**src/rtl/imem_prefetch_queue.sv**
```systemverilog
// Instruction prefetch queue: issues sequential IMEM word requests ahead of Fetch and
// drops in-flight responses after a redirect. Optional counters under PREFETCH_STATS_EN.
module imem_prefetch_queue #(
    parameter int unsigned DEPTH        = 4,
    parameter logic [31:0] RESET_VECTOR = 32'h0000_0000
) (
    input  logic        clock,
    input  logic        reset,
    input  logic        redirectValid,
    input  logic [31:0] redirectAddress,
    output logic        memRequest,
    output logic [31:0] memAddress,
    input  logic        memReady,
    input  logic        memDataValid,
    input  logic [31:0] memData,
    output logic        fetchValid,
    output logic [31:0] fetchInstruction,
    output logic [31:0] fetchProgramCounter,
    input  logic        fetchReady,
    output logic        protocolError
`ifdef PREFETCH_STATS_EN
    ,
    output logic [31:0] statFlushCount,
    output logic [31:0] statDropCount
`endif
);

    localparam int unsigned PTR_W = $clog2(DEPTH);
    localparam int unsigned CNT_W = PTR_W + 1;

    typedef enum logic [1:0] {
        SLOT_EMPTY  = 2'd0,
        SLOT_ALLOC  = 2'd1,
        SLOT_FILLED = 2'd2
    } slot_state_e;

    typedef struct packed {
        slot_state_e state;
        logic [31:0] pc;
        logic [31:0] instr;
    } slot_t;

    slot_t             slot_q [DEPTH];
    slot_t             slot_d [DEPTH];
    logic [PTR_W-1:0]  head_q, head_d;
    logic [PTR_W-1:0]  tail_q, tail_d;
    logic [PTR_W-1:0]  fill_q, fill_d;
    logic [CNT_W-1:0]  occ_q, occ_d;
    logic [CNT_W-1:0]  alloc_q, alloc_d;
    logic [CNT_W-1:0]  drop_q, drop_d;
    logic [31:0]       next_pc_q, next_pc_d;
    logic              perr_q, perr_d;

    logic              mem_fire;
    logic              pop;
    logic              fill_evt;
    logic              drop_evt;
    logic [CNT_W:0]    pending;
    logic              unused_addr_bits;

    assign unused_addr_bits = ^redirectAddress[1:0];

    // Occupied slots plus responses still to be discarded bound the issue window.
    assign memRequest = reset && !redirectValid &&
                        ((CNT_W+1)'(occ_q) + (CNT_W+1)'(drop_q) < (CNT_W+1)'(DEPTH));
    assign memAddress          = next_pc_q;
    assign fetchValid          = (slot_q[head_q].state == SLOT_FILLED) && !redirectValid;
    assign fetchInstruction    = slot_q[head_q].instr;
    assign fetchProgramCounter = slot_q[head_q].pc;
    assign protocolError       = perr_q;

    assign mem_fire = memRequest && memReady;
    assign pop      = fetchValid && fetchReady;

    // Next-state: redirect flushes everything, otherwise issue / fill / pop in parallel.
    always_comb begin
        for (int i = 0; i < int'(DEPTH); i++) slot_d[i] = slot_q[i];
        head_d    = head_q;
        tail_d    = tail_q;
        fill_d    = fill_q;
        occ_d     = occ_q;
        alloc_d   = alloc_q;
        drop_d    = drop_q;
        next_pc_d = next_pc_q;
        perr_d    = perr_q;
        fill_evt  = 1'b0;
        drop_evt  = 1'b0;
        pending   = '0;

        if (redirectValid) begin
            for (int i = 0; i < int'(DEPTH); i++) slot_d[i].state = SLOT_EMPTY;
            head_d    = '0;
            tail_d    = '0;
            fill_d    = '0;
            occ_d     = '0;
            alloc_d   = '0;
            next_pc_d = {redirectAddress[31:2], 2'b00};
            pending   = (CNT_W+1)'(drop_q) + (CNT_W+1)'(alloc_q);
            if (memDataValid) begin
                if (pending != '0) begin
                    pending  = pending - (CNT_W+1)'(1);
                    drop_evt = 1'b1;
                end else begin
                    perr_d = 1'b1;
                end
            end
            drop_d = CNT_W'(pending);
        end else begin
            if (mem_fire) begin
                slot_d[tail_q].state = SLOT_ALLOC;
                slot_d[tail_q].pc    = next_pc_q;
                tail_d               = tail_q + PTR_W'(1);
                next_pc_d            = next_pc_q + 32'd4;
            end
            if (memDataValid) begin
                if (drop_q != '0) begin
                    drop_d   = drop_q - CNT_W'(1);
                    drop_evt = 1'b1;
                end else if (alloc_q != '0) begin
                    slot_d[fill_q].state = SLOT_FILLED;
                    slot_d[fill_q].instr = memData;
                    fill_d               = fill_q + PTR_W'(1);
                    fill_evt             = 1'b1;
                end else begin
                    perr_d = 1'b1;
                end
            end
            if (pop) begin
                slot_d[head_q].state = SLOT_EMPTY;
                head_d               = head_q + PTR_W'(1);
            end
            occ_d   = occ_q + CNT_W'(mem_fire) - CNT_W'(pop);
            alloc_d = alloc_q + CNT_W'(mem_fire) - CNT_W'(fill_evt);
        end
    end

    always_ff @(posedge clock or negedge reset) begin
        if (!reset) begin
            for (int i = 0; i < int'(DEPTH); i++) slot_q[i] <= '0;
            head_q    <= '0;
            tail_q    <= '0;
            fill_q    <= '0;
            occ_q     <= '0;
            alloc_q   <= '0;
            drop_q    <= '0;
            next_pc_q <= RESET_VECTOR;
            perr_q    <= 1'b0;
        end else begin
            for (int i = 0; i < int'(DEPTH); i++) slot_q[i] <= slot_d[i];
            head_q    <= head_d;
            tail_q    <= tail_d;
            fill_q    <= fill_d;
            occ_q     <= occ_d;
            alloc_q   <= alloc_d;
            drop_q    <= drop_d;
            next_pc_q <= next_pc_d;
            perr_q    <= perr_d;
        end
    end

`ifdef PREFETCH_STATS_EN
    logic [31:0] flush_cnt_q;
    logic [31:0] drop_cnt_q;

    // Saturating event counters.
    always_ff @(posedge clock or negedge reset) begin
        if (!reset) begin
            flush_cnt_q <= '0;
            drop_cnt_q  <= '0;
        end else begin
            if (redirectValid && (flush_cnt_q != '1)) flush_cnt_q <= flush_cnt_q + 32'd1;
            if (drop_evt && (drop_cnt_q != '1))       drop_cnt_q  <= drop_cnt_q + 32'd1;
        end
    end

    assign statFlushCount = flush_cnt_q;
    assign statDropCount  = drop_cnt_q;
`else
    logic unused_drop_evt;
    assign unused_drop_evt = drop_evt;
`endif

endmodule

```
**config.mk**
```make
export PLATFORM = sky130hd
export DESIGN_NAME = imem_prefetch_queue
export DESIGN_NICKNAME = d
export VERILOG_FILES = /design/src/rtl/imem_prefetch_queue.sv
export SDC_FILE = /design/constraint.sdc
export NUM_CORES = 1
export LEC_CHECK = 0
export ABC_AREA = 1
export BUFFER_PORTS_ARGS = -buffer_cell sky130_fd_sc_hd__buf_4
export CAP_MARGIN = 20
export CELL_PAD_IN_SITES_DETAIL_PLACEMENT = 0
export CELL_PAD_IN_SITES_GLOBAL_PLACEMENT = 2
export CORE_MARGIN = 5
export CORE_UTILIZATION = 32
export DETAILED_ROUTE_END_ITERATION = 6
export PLACE_DENSITY = 0.78
export SLEW_MARGIN = 20
export SYNTH_ARGS = -nofsm -noshare
export SYNTH_HDL_FRONTEND = slang
export SYNTH_SLANG_ARGS = --single-unit
```
**constraint.sdc**
```tcl
create_clock -name clock -period 2.4 [get_ports clock]
set_input_delay 0.24 -clock clock [delete_from_list [all_inputs] [get_ports clock]]
set_output_delay 0.24 -clock clock [all_outputs]
set_load 0.01 [all_outputs]
```
# == Word-level counts from Yosys, hierarchy flattened ==
# Index checks and enable logic that the tools add are counted.
# word_totals
mem_bits_rw,0
rom_bits,0
out_inout_bits,99
n_memories,0
latchBits,0
in_bits,70
register_bits,312
# op_classes
n_mul,0
bitwise,3
n_div,0
order_cmp,7
addsub,12
mux,56
n_shift,0
n_reduce_logical,20
eq_ne,4
# op_table
op,count
2-to-1 mux 264 bit,7
bitwise mux 264 bit,5
demux 66 bit (select 2 bit),5
2-to-1 mux 66 bit,5
binary-select mux 66 bit (select 2 bit),1
2-to-1 mux 32 bit,3
2-to-1 mux 64 bit,1
adder 32 x 3 -> 32 bit (second input constant),1
2-to-1 mux 2 bit,12
2-to-1 mux 3 bit,7
2-to-1 mux 1 bit,10
nonzero test 2 bit,5
>= comparator 3 bit (second input constant),3
< comparator 3 x 1 -> 1 bit (second input constant),3
NOT 2 -> 3 bit,3
adder 3 x 3 -> 4 bit,2
logical AND 1 bit,8
adder 2 x 1 -> 2 bit (second input constant),3
adder 3 x 1 -> 3 bit,2
!= test 2 bit (second input constant),3
nonzero test 3 bit,2
subtractor 3 x 1 -> 3 bit,2
subtractor 3 x 1 -> 3 bit (second input constant),2
< comparator 4 x 3 -> 1 bit (second input constant),1
other kinds (6),6

# == Depth between registers and ports, before layout ==
# Gate-level depths: netlist of run 1.
# logic_depth
word_depth,18
ltp_mapped,14
depth_no_buf,13

# == Worst setup path after synthesis of run 1 ==
# OpenSTA, ideal clock, no wires.
# synth_timing
path_kind,register to register
startpoint,reg drop_q[2]
endpoint,reg alloc_q[2]
path_slack_ns,-0.010
t_arrival_ns,2.286
stages_incl_launch_ff,13
required_ns,2.276
setup_time_ns,0.124
cell_sequence,dfrtp_1 ha_1 nor2_1 nand2_1 nor2_8 nand2_4 ha_1 inv_1 ha_1 inv_1 fa_1 o21ai_0 a21oi_1
# synth_via
elab_chain_len,7
word_cells_on_any_way,11
cone_classes,add/sub (3); order compare (1); mux (4); reduce/logical (3)
# synth_rtl
item,line,rtl
start: declaration,50,"logic [CNT_W-1:0] drop_q, drop_d;"
start signal: assignment,155,drop_q <= drop_d;
adder 3 x 3 -> 4 bit,65,((CNT_W+1)'(occ_q) + (CNT_W+1)'(drop_q) < (CNT_W+1)'(DEPTH));
< comparator 4 x 3 -> 1 bit,65,
logical AND 1 bit,64,assign memRequest = reset && !redirectValid &&
named net memRequest,11,"output logic memRequest,"
logical AND 1 bit,72,assign mem_fire = memRequest && memReady;
adder 3 x 1 -> 3 bit,133,alloc_d = alloc_q + CNT_W'(mem_fire) - CNT_W'(fill_evt);
subtractor 3 x 1 -> 3 bit,133,
2-to-1 mux 3 bit,90,if (redirectValid) begin
named net alloc_d[2],49,"logic [CNT_W-1:0] alloc_q, alloc_d;"
end signal: assignment,154,alloc_q <= alloc_d;
end: declaration,49,
# The timed path passes the listed nets, and every way through them passes these cells. The select of a mux whose other input is x is not followed.
# A chain may end at the register's enable or synchronous reset.

# == Worst setup path after layout of run 1 ==
# layout_timing
startpoint,reg head_q[0]
endpoint,out fetchInstruction[17]
# layout_via
elab_chain_len,4
# layout_rtl
item,line,rtl
start: declaration,45,"logic [PTR_W-1:0] head_q, head_d;"
start signal: assignment,140,head_q <= '0;
start signal: assignment,150,head_q <= head_d;
NOT 2 -> 3 bit (not written as such),68,assign fetchInstruction = slot_q[head_q].instr;
binary-select mux 66 bit (select 2 bit),68,
2-to-1 mux 66 bit (2 in a row),--,
end: declaration,17,"output logic [31:0] fetchInstruction,"
# No other way between the ends. The select of a mux whose other input is x is not followed.

==> metrics.txt, run 1 <==
Worst VDD drop 0.418 mV; TritonCTS Buffers 38; worst slew pin tran 0.923 ns; Hold Path Cell Cnt 3; type of the most critical hold path primary input to flip-flop; clk_skew 0.0187 ns; initial drt markers 868; DIE HEIGHT 223 µm; Fmax 426 MHz; reg2reg end occ_q[2]$_DFF_PN0_; Antenna Cells 0; vias in the first global route 12.4k; Leak 8.86 nW; post-synthesis average cell area 8.17 µm²; RSZ-0062 raised after global routing yes; clock-pin transition on the worst setup and hold timing paths 0.05 ns; register bit count reported by yosys 302; largest net degree at the start of global routing 154; core box area 45,100 µm²; H-Tree Depth 2; clock buffer depth 3; Starting Density 32.1%; Clk Latency, worst-skew pair 0.54 ns; Clock Root Buffer clkbuf_16; R2R setup slack 0.15 ns; RR Startpoint head_q[0]$_DFFE_PN0P_; initial antenna violation count 0; async set-reset flop share out of synthesis 100%; num rows 78; TritonCTS clock tree yes; Slew Viols, Final 0; drt first pass iters 5; Setup crit end fetchInstruction[17]; Reg area 7560 µm²; Comb pwr share 24.8%; Flop pwr share 40.0%; net load switching power 5.03 mW; register area share after synthesis 52.2%; worst-path fanout max 59; EDFF count, synth 0; GR Overflow Total 0; number of fill cells 4,623; drt total wl 44.5 mm; Overall Power 16.4 mW; die span in x 223 µm; Syn Inst Count 1,770; Data required, critical path 2.16 ns; Final Hold Viols 0; Switching Share 30.6%; first-pass GRT wire length 70.7 mm; RePlAce Congestion 0.903; DRC viols 0; vias 12.5k; Post-DRT Antenna Nets 0; Startpoint Class flip-flop; io pins 169; status complete, no violations; reg2reg path depth 12; Crit Path Category flip-flop to output port; max-cap violations 0; CP Launch Point head_q[0]$_DFFE_PN0P_; area occupied by multi-input gates 6000 µm²; I/O Buffers 162; Hold Crit Start memData[6]; placed wire-length estimate 28.5 mm; Tmin final 2.35 ns; yosys warns 0; post-DR vias/cell 4.86; die area 49,600 µm²; placed cells 2,464; Syn Std Cell Area 14,500 µm²; Int Power 11.4 mW; PwrDens 900 nW/µm²; layout cells sized above 1 15.4%; Crit. End Element output port; period utilisation layout 97.8%; top_reg_cell synth dfrtp_1; crit path DAT 2.11 ns; Net count, final 2,051; Num Clock Sinks 302; Synth-to-Final Area Change 26.1%; Non-Filler Instances 2,580; gr usage total 17.6%; DR WL/cell 17.2 µm; Unique masters post-synth 37; final setup violating endpoints 0; Clock power frac 35.2%; slew margin rel. 38.5%
registers in the layout, indices dropped and copies added, names as in the netlist:
name           count
slot_q           256
tail_q             2
fill_q             2
alloc_q            3
drop_q             3
occ_q              3
head_q             2
memAddress        30
protocolError      1
power groups by stage:
stage | registers [mW] | clock network, mW | logic [mW]
3_5_place_dp | 6.65 | 0 | 4.07
5_1_grt | 6.68 | 6.15 | 4.60
2_1_floorplan | 6.53 | 0 | 2.19
4_1_cts | 6.57 | 5.96 | 4.15
6_report | 6.57 | 5.77 | 4.07
3_3_place_gp | 6.63 | 0 | 4.03
worst min-delay path by stage:
| stage | to | slack (ns) |
|---|---|---|
| 6_report | slot_q[72]$_DFFE_PN0P_ | 0.03 |
| 4_1_cts | slot_q[27]$_DFFE_PN0P_ | 0.0003 |
| 3_5_place_dp | slot_q[209]$_DFFE_PN0P_ | 0.26 |
| 3_3_place_gp | slot_q[11]$_DFFE_PN0P_ | 0.26 |
| 5_1_grt | slot_q[11]$_DFFE_PN0P_ | 0.02 |
| 2_1_floorplan | alloc_q[0]$_DFF_PN0_ | -0.06 |
cells in the mapped netlist (2+ instances only):
cell,count,area (µm²)
a21oi_1,14,70.1
a21oi_2,3,26.3
buf_1,2,7.51
buf_2,28,140
buf_4,10,75.1
buf_6,6,67.6
clkbuf_1,62,233
clkbuf_2,3,15.0
clkinv_2,2,10.0
dfrtp_1,302,7560
fa_1,3,60.1
ha_1,25,313
inv_1,101,379
inv_2,5,18.8
nand2_1,477,1790
nand2_4,5,56.3
nand3_1,57,285
nand3_4,4,70.1
nor2_1,184,691
nor2_4,4,45.0
o211ai_1,9,67.6
o21ai_0,255,1280
o21ai_1,119,596
o22ai_1,63,394
or2_2,4,25.0
xnor2_1,3,26.3
xor2_1,10,87.6
critical path, stage by stage (launching register included):
cell	delay, ns
dfrtp_4	0.50
clkbuf_8	0.41
o21ai_0	0.15
o22ai_1	0.30
buf_4	0.19
metal layers:
| metal | GRT usage (%) | vias up | wire [µm] | share of wire (%) |
|---|---|---|---|---|
| li1 | - | 6182 | - | - |
| met1 | 24.6 | 6015 | 20800 | 47 |
| met2 | 28.5 | 293 | 20600 | 46 |
| met3 | 3.08 | 58 | 2220 | 5.0 |
| met4 | 4.84 | 0 | 909 | 2.0 |
| met5 | 0 | - | 0 | 0 |
cells by family after synthesis:
logic type | count (synthesis) | synth area share, %
compound gates | 467 | 17.0
fa+ha+maj | 28 | 2.58
simple gates | 740 | 20.8
other cells | 1 | 0.0259
flops | 302 | 52.2
buf+inv | 219 | 6.54
xor+xnor | 13 | 0.787
through the flow:
step	cell area [µm²]	TNS (ns)	setup WS (ns)	hold WS, ns	utilization, %
global route	18200	-0.140	-0.0509	0.0180	40.4
detailed placement	16400	0	0.0874	0.256	36.4
floorplan	14500	0	0.00321	-0.0556	-
CTS	18200	0	0.00486	0.000262	40.3
global placement	16400	0	0.114	0.264	36.4
finish	18200	0	0.0525	0.0299	40.4
placed cells by master, fill, tap and decap left out, types with 25 or more instances in the layout:
| master | netlist | layout |
|---|---|---|
| inv_1 | 101 | 99 |
| nand3_1 | 57 | 57 |
| o22ai_1 | 63 | 61 |
| ha_1 | 25 | 25 |
| dfrtp_1 | 302 | 300 |
| o21ai_1 | 119 | 120 |
| dlygate4sd3_1 | 0 | 46 |
| o21ai_0 | 255 | 254 |
| nor2_1 | 184 | 182 |
| nand2_1 | 477 | 475 |
| clkbuf_16 | 0 | 39 |
| buf_4 | 10 | 187 |
cell type report:
type                    count  area share (%)
flip-flops and latches    302            41.5
multi-input cells        1252            32.9
repair buffers            251            12.3
clock buffers              58            6.24
well taps                 600            4.12
inverters                 108            2.28
clock inverters             9           0.679
repair_timing:
action	in CTS	in global routing
hold endpoints to repair	76	0
gates resized for setup	4	12
hold buffers	46	0
setup endpoints to repair	30	19
gates cloned	1	0
pin swaps	0	3
buffers inserted	0	2
No activity file was read; power rests on OpenSTA's default activity.
==> run 2, diff against run 1 <==
==> constraint.sdc (replaced) <==
create_clock -name clock -period 2.4 [get_ports clock]
set_input_delay 0.36 -clock clock [delete_from_list [all_inputs] [get_ports clock]]
set_output_delay 0.36 -clock clock [all_outputs]
set_load 0.01 [all_outputs]
==> run 2 against run 1 <==
Clock skew shrank 0.0087 ns. Maximum frequency grew 0.10%. Design area decreased by 1.9%. Register-to-register slack got worse by 0.04 ns. Clock power is 6.6% lower. Worst setup slack better by 0.0024 ns. Non-clock buffer count fell by 37. First-iteration DRC count is 3.3% lower. Critical path type unchanged.
==> metrics.txt, run 2 (synthesis gave the netlist of run 1 again) <==
status complete, no violations; num rows 78 (unchanged); clock buffer depth 3 (unchanged); Critical Path Most Common Cell buf_4; gr usage total 17.9% (+0.23 points); initial antenna violation count 0 (unchanged); GR Overflow Total 0 (unchanged); worst slew pin tran 0.921 ns (-0.00236 ns); DRC viols 0 (unchanged); Worst VDD drop 0.529 mV (+26%); Net count, final 2,014 (-1.8%); Num Clock Sinks 302 (unchanged); Biggest register slot_q; Synth-to-Final Area Change 23.6%; Clock Root Buffer clkbuf_16; Crit Path Category flip-flop to output port; worst path cell trace buf_12 -> buf_16 -> o21ai_1 -> o22ai_1 -> buf_4 -> buf_4; hold path endpoint memAddress[23]$_DFFE_PN0N_; reg2reg path depth 12 (unchanged); initial drt markers 839 (-3.3%); hold slack final 0.0350 ns (+0.00509 ns); drt total wl 45.4 mm (+2.2%); Worst path slowest cell dfrtp_4; most frequent cells in the layout 475 x nand2_1, 298 x dfrtp_1, 249 x o21ai_0; worst path buffer plus inverter count 4 (+2); Leak 8.70 nW (-1.8%); RR Startpoint head_q[0]$_DFFE_PN0P_; Post-DRT Antenna Nets 0 (unchanged); vias 12.4k (-1.3%); TritonCTS clock tree yes; DR WL/cell 17.9 µm (+3.6%); die span in x 223 µm (unchanged); cell family with most CP delay buffers and inverters; Clk Latency, worst-skew pair 0.53 ns (about the same); Fmax 426 MHz (+0.10%); first-pass GRT wire length 71.4 mm (+0.97%); core box area 45,100 µm² (unchanged); io pins 169 (unchanged); post-DR vias/cell 4.87 (+0.12%); clock-pin transition on the worst setup and hold timing paths 0.06 ns (about the same); max-cap violations 0 (unchanged); worst-path fanout max 22 (-63%); R2R setup slack 0.11 ns (-0.04 ns); I/O Buffers 162 (unchanged); Crit. End Element output port; Final Hold Viols 0 (unchanged); largest net degree at the start of global routing 157 (+1.9%); Tmin final 2.35 ns (-0.00238 ns); DIE HEIGHT 223 µm (unchanged); vias in the first global route 12.5k (+0.82%); drt first pass iters 5 (unchanged); crit path DAT 1.99 ns (-0.12 ns); PwrDens 896 nW/µm² (-0.44%); Overall Power 16.0 mW (-2.4%); TritonCTS Buffers 38 (unchanged); Startpoint Class flip-flop; largest stage delay on the critical path 0.55 ns (+0.05 ns); placed wire-length estimate 28.5 mm (-0.12%); commonest non-fill, non-tap cell in the layout nand2_1; die area 49,600 µm² (unchanged); Data required, critical path 2.04 ns (-0.12 ns); type of the most critical hold path primary input to flip-flop; Placed Area 16,400 µm² (+0.23%); max reg flops 256 (unchanged); Hold Crit Start redirectAddress[23]; final setup violating endpoints 0 (unchanged); layout cells sized above 1 15.9% (+0.56 points); Starting Density 32.1% (unchanged); number of fill cells 4,769 (+3.2%); clk_skew 0.00999 ns (-0.00873 ns); Hold Path Cell Cnt 3 (unchanged); period utilisation layout 97.7% (-0.099 points); RePlAce Congestion 0.825 (-8.7%); post-route cell area 17,900 µm² (-1.9%); Slew Viols, Final 0 (unchanged); H-Tree Depth 2 (unchanged); reg2reg end occ_q[2]$_DFF_PN0_; slew margin rel. 38.6% (+0.16 points); RSZ-0062 raised after global routing yes
[run 2: cell types whose count changed in the layout (fill, tap and decap cells not counted), sizes merged]
cell,before,now
buf,203,211
dlygate4sd3,46,1
clkbuf,59,60
diode,0,1
inv,107,106
clkinv,7,8
bufinv,3,1
bufbuf,1,0
clkinvlp,0,1
[run 2: worst max path at each step]
| stage | end | startpoint | slack [ns] | cells past startpoint |
|---|---|---|---|---|
| finish | fetchProgramCounter[25] | head_q[0]$_DFFE_PN0P_ | 0.05 | 6 |
| global route | occ_q[2]$_DFF_PN0_ | head_q[0]$_DFFE_PN0P_ | -0.02 | 12 |
| CTS | fetchProgramCounter[17] | head_q[0]$_DFFE_PN0P_ | -0.02 | 5 |
| detailed placement | alloc_q[2]$_DFF_PN0_ | occ_q[2]$_DFF_PN0_ | 0.09 | 12 |
| global placement | alloc_q[2]$_DFF_PN0_ | occ_q[2]$_DFF_PN0_ | 0.08 | 12 |
| floorplan | alloc_q[2]$_DFF_PN0_ | drop_q[2]$_DFFE_PN0P_ | 0.003 | 12 |
[run 2: per-stage QoR]
stage          cells  worst slack, ns  utilization [%]  TNS, ns
6_report        2543           0.0548             39.7        0
5_1_grt         2542          -0.0165             39.6  -0.0186
4_1_cts         2537          -0.0175             39.4  -0.0482
3_5_place_dp    2464           0.0948             36.5        0
3_3_place_gp    2464           0.0843             36.5        0
2_1_floorplan   1773          0.00321                -        0
[run 2: area by class of cell]
type	count	area (µm²)	share of cell area (%)
diodes	1	2.50	0.0140
clock buffers	58	1080	6.03
clock inverters	8	71.3	0.399
inverters	108	420	2.35
multi-input cells	1252	6010	33.6
flip-flops and latches	302	7560	42.3
well taps	600	751	4.20
repair buffers	214	1980	11.1
[run 2: layer usage]
| layer | routed length, µm | part of all wire (%) | vias to the layer above | track usage, % |
|---|---|---|---|---|
| met5 | 0 | 0 | - | 0 |
| met4 | 899 | 2.0 | 0 | 4.86 |
| met3 | 2270 | 5.0 | 58 | 3.34 |
| met2 | 21100 | 46 | 295 | 29.1 |
| met1 | 21200 | 47 | 5926 | 24.6 |
| li1 | - | - | 6104 | - |
[run 2: worst reg2reg max path, delay by kind of cell, from the launching register on]
family / cells / cell delay [ns]
and+or+nand+nor: 5 / 0.40
DFF: 1 / 0.55
adders and majority gates: 3 / 0.79
buffers and inverters: 3 / 0.27
xor gates and xnor gates: 1 / 0.15
[run 2: power breakdown]
part / switching, mW / internal, mW
registers: 0.586 / 5.99
logic: 2.25 / 1.81
clock network: 2.19 / 3.19
[run 2: what timing repair did]
item | 4_1_cts | 5_1_grt
endpoints found under the setup margin | 62 | 35
gates resized for setup | 17 | 13
hold buffers | 1 | 0
endpoints found under the hold margin | 20 | 0
pin swaps | 2 | 2
setup buffers | 3 | 3
gates cloned | 3 | 2
==> run 3, diff against run 2 <==
--- a/config.mk
+++ b/config.mk
@@ -13,7 +13,7 @@
 export CORE_MARGIN = 5
 export CORE_UTILIZATION = 32
 export DETAILED_ROUTE_END_ITERATION = 6
-export PLACE_DENSITY = 0.78
+export PLACE_DENSITY = 0.8
 export SLEW_MARGIN = 20
 export SYNTH_ARGS = -nofsm -noshare
 export SYNTH_HDL_FRONTEND = slang
==> run 3 against run 2 <==
Die area is the same. First-iteration DRC count grew 0.24%. Sequential power is essentially flat. Sequential share of layout area grew 0.15 points. Count of clock-buffer cells in the layout shrank 6. Maximum frequency shrank 0.27%. Non-clock buffer count shrank 8. Clock power grew 5.0%. Critical path type unchanged.
==> metrics.txt, run 3 (synthesis gave the netlist of run 1 again) <==
status complete, no violations; worst path cell trace buf_12 -> o21ai_0 -> o22ai_1 -> buf_4; largest net degree at the start of global routing 168 (+7.0%); gr usage total 17.9% (+0.048 points); Overall Power 16.3 mW (+1.5%); num rows 78 (unchanged); die span in x 223 µm (unchanged); commonest non-fill, non-tap cell in the layout nand2_1; Worst VDD drop 0.543 mV (+2.7%); Starting Density 32.1% (unchanged); number of fill cells 4,725 (-0.92%); TritonCTS clock tree yes; Synth-to-Final Area Change 23.1%; Crit Path Category flip-flop to output port; largest stage delay on the critical path 0.52 ns (-0.03 ns); Clock Root Buffer clkbuf_16; io pins 169 (unchanged); Post-DRT Antenna Nets 0 (unchanged); worst-path fanout max 61 (+180%); period utilisation layout 98.0% (+0.26 points); core box area 45,100 µm² (unchanged); clk_skew 0.0214 ns (+0.0114 ns); H-Tree Depth 2 (unchanged); DR WL/cell 17.8 µm (-0.60%); Data required, critical path 2.04 ns (about the same); post-DR vias/cell 4.87 (about the same); TritonCTS Buffers 37 (-2.6%); initial drt markers 841 (+0.24%); Fmax 425 MHz (-0.27%); Startpoint Class flip-flop; clock-pin transition on the worst setup and hold timing paths 0.05 ns (about the same); crit path DAT 1.99 ns (about the same); drt first pass iters 5 (unchanged); reg2reg path depth 12 (unchanged); Clk Latency, worst-skew pair 0.54 ns (about the same); RSZ-0062 raised after global routing yes; initial antenna violation count 0 (unchanged); Reg area 7560 µm² (about the same); hold slack final 0.0403 ns (+0.00525 ns); type of the most critical hold path primary input to flip-flop; Leak 8.68 nW (-0.27%); I/O Buffers 162 (unchanged); most frequent cells in the layout 475 x nand2_1, 300 x dfrtp_1, 253 x o21ai_0; Hold Path Cell Cnt 3 (unchanged); Antenna Cells 0 (-1); Num Clock Sinks 302 (unchanged); die area 49,600 µm² (unchanged); final setup violating endpoints 0 (unchanged); Slew Viols, Final 0 (unchanged); area occupied by multi-input gates 6010 µm² (about the same); GR Overflow Total 0 (unchanged); layout cells sized above 1 15.8% (-0.065 points); RePlAce Congestion 0.872 (+5.8%); max-cap violations 0 (unchanged); Net count, final 2,005 (-0.45%); max reg flops 256 (unchanged); drt total wl 45.0 mm (-1.1%); PwrDens 913 nW/µm² (+1.9%); worst slew pin tran 1.00 ns (+0.0808 ns); Biggest register slot_q; vias 12.3k (-0.39%); Final Hold Viols 0 (unchanged); slew margin rel. 33.2% (-5.4 points); DIE HEIGHT 223 µm (unchanged); Tmin final 2.35 ns (+0.00628 ns); Worst path slowest cell dfrtp_4; clock buffer depth 3 (unchanged); placed wire-length estimate 27.7 mm (-2.7%); vias in the first global route 12.2k (-2.6%); first-pass GRT wire length 71.2 mm (-0.38%); Crit. End Element output port; DRC viols 0 (unchanged); Sum Neg Setup Slack 0 ns (unchanged)
[run 3: cell count changes in the layout (fill, tap and decap cells not counted), moves of 3 or more]
cell	previous run	this run
o21ai_0	249	253
buf_12	15	12
clkbuf_16	41	37
o21ai_1	125	121
clkbuf_1	16	5
clkbuf_8	3	10
[run 3: per-stage QoR]
| step | util (%) | instance area (µm²) | std cells | setup WS [ns] |
|---|---|---|---|---|
| 6_report | 39.5 | 17800 | 2531 | 0.0486 |
| 5_1_grt | 39.5 | 17800 | 2531 | -0.0563 |
| 4_1_cts | 39.4 | 17800 | 2528 | -0.0829 |
| 3_5_place_dp | 36.3 | 16400 | 2460 | 0.0961 |
| 3_3_place_gp | 36.3 | 16400 | 2460 | 0.0730 |
| 2_1_floorplan | - | 14500 | 1773 | 0.00321 |
[run 3: routing by layer]
layer | global-route usage [%] | wire [µm]
met4 | 4.21 | 770
met1 | 25.2 | 21100
met3 | 3.20 | 2460
met5 | 0 | 0
met2 | 28.9 | 20600
[run 3: cell type report]
cell class,count,share of cell area (%)
Clock buffer,52,6.08
Timing Repair Buffer,206,10.3
Sequential cell,302,42.5
Multi-Input combinational cell,1252,33.8
Clock inverter,11,0.787
Tap cell,600,4.21
Inverter,108,2.36
[run 3: power breakdown]
part           internal, mW  switching, mW  leakage, nW
Combinational          1.80           2.24         3.99
Sequential             5.98          0.585         4.08
Clock                  3.46           2.21        0.605
Total                  11.2           5.03         8.68
[run 3: path summary, 6_finish.rpt]
kind | from | end | slack (ns)
worst max-delay path | head_q[0]$_DFFE_PN0P_ | fetchInstruction[0] | 0.05
worst min-delay path | redirectAddress[15] | memAddress[15]$_DFFE_PN0N_ | 0.04
worst max register to register | head_q[0]$_DFFE_PN0P_ | occ_q[2]$_DFF_PN0_ | 0.09
worst min register to register | protocolError$_DFFE_PN0P_ | protocolError$_DFFE_PN0P_ | 0.47
max in group asynchronous | reset | memAddress[9]$_DFFE_PN0N_ | 0.80
min in group asynchronous | reset | slot_q[3]$_DFFE_PN0P_ | 0.37
[run 3: timing repair]
| action | CTS | global route |
|---|---|---|
| gates cloned | 4 | 0 |
| hold buffers | 1 | 0 |
| setup buffers | 0 | 3 |
| pin swaps | 0 | 1 |
| hold endpoints to repair | 11 | 0 |
| resized for setup | 11 | 12 |
| endpoints found under the setup margin | 62 | 48 |
[run 3: worst max-delay path: cells and delay by family, from the launching register on]
kind | cells | cell delay, ns
buffers and inverters | 2 | 0.48
flip-flops | 1 | 0.52
AO/OA/AOI/OAI | 2 | 0.43
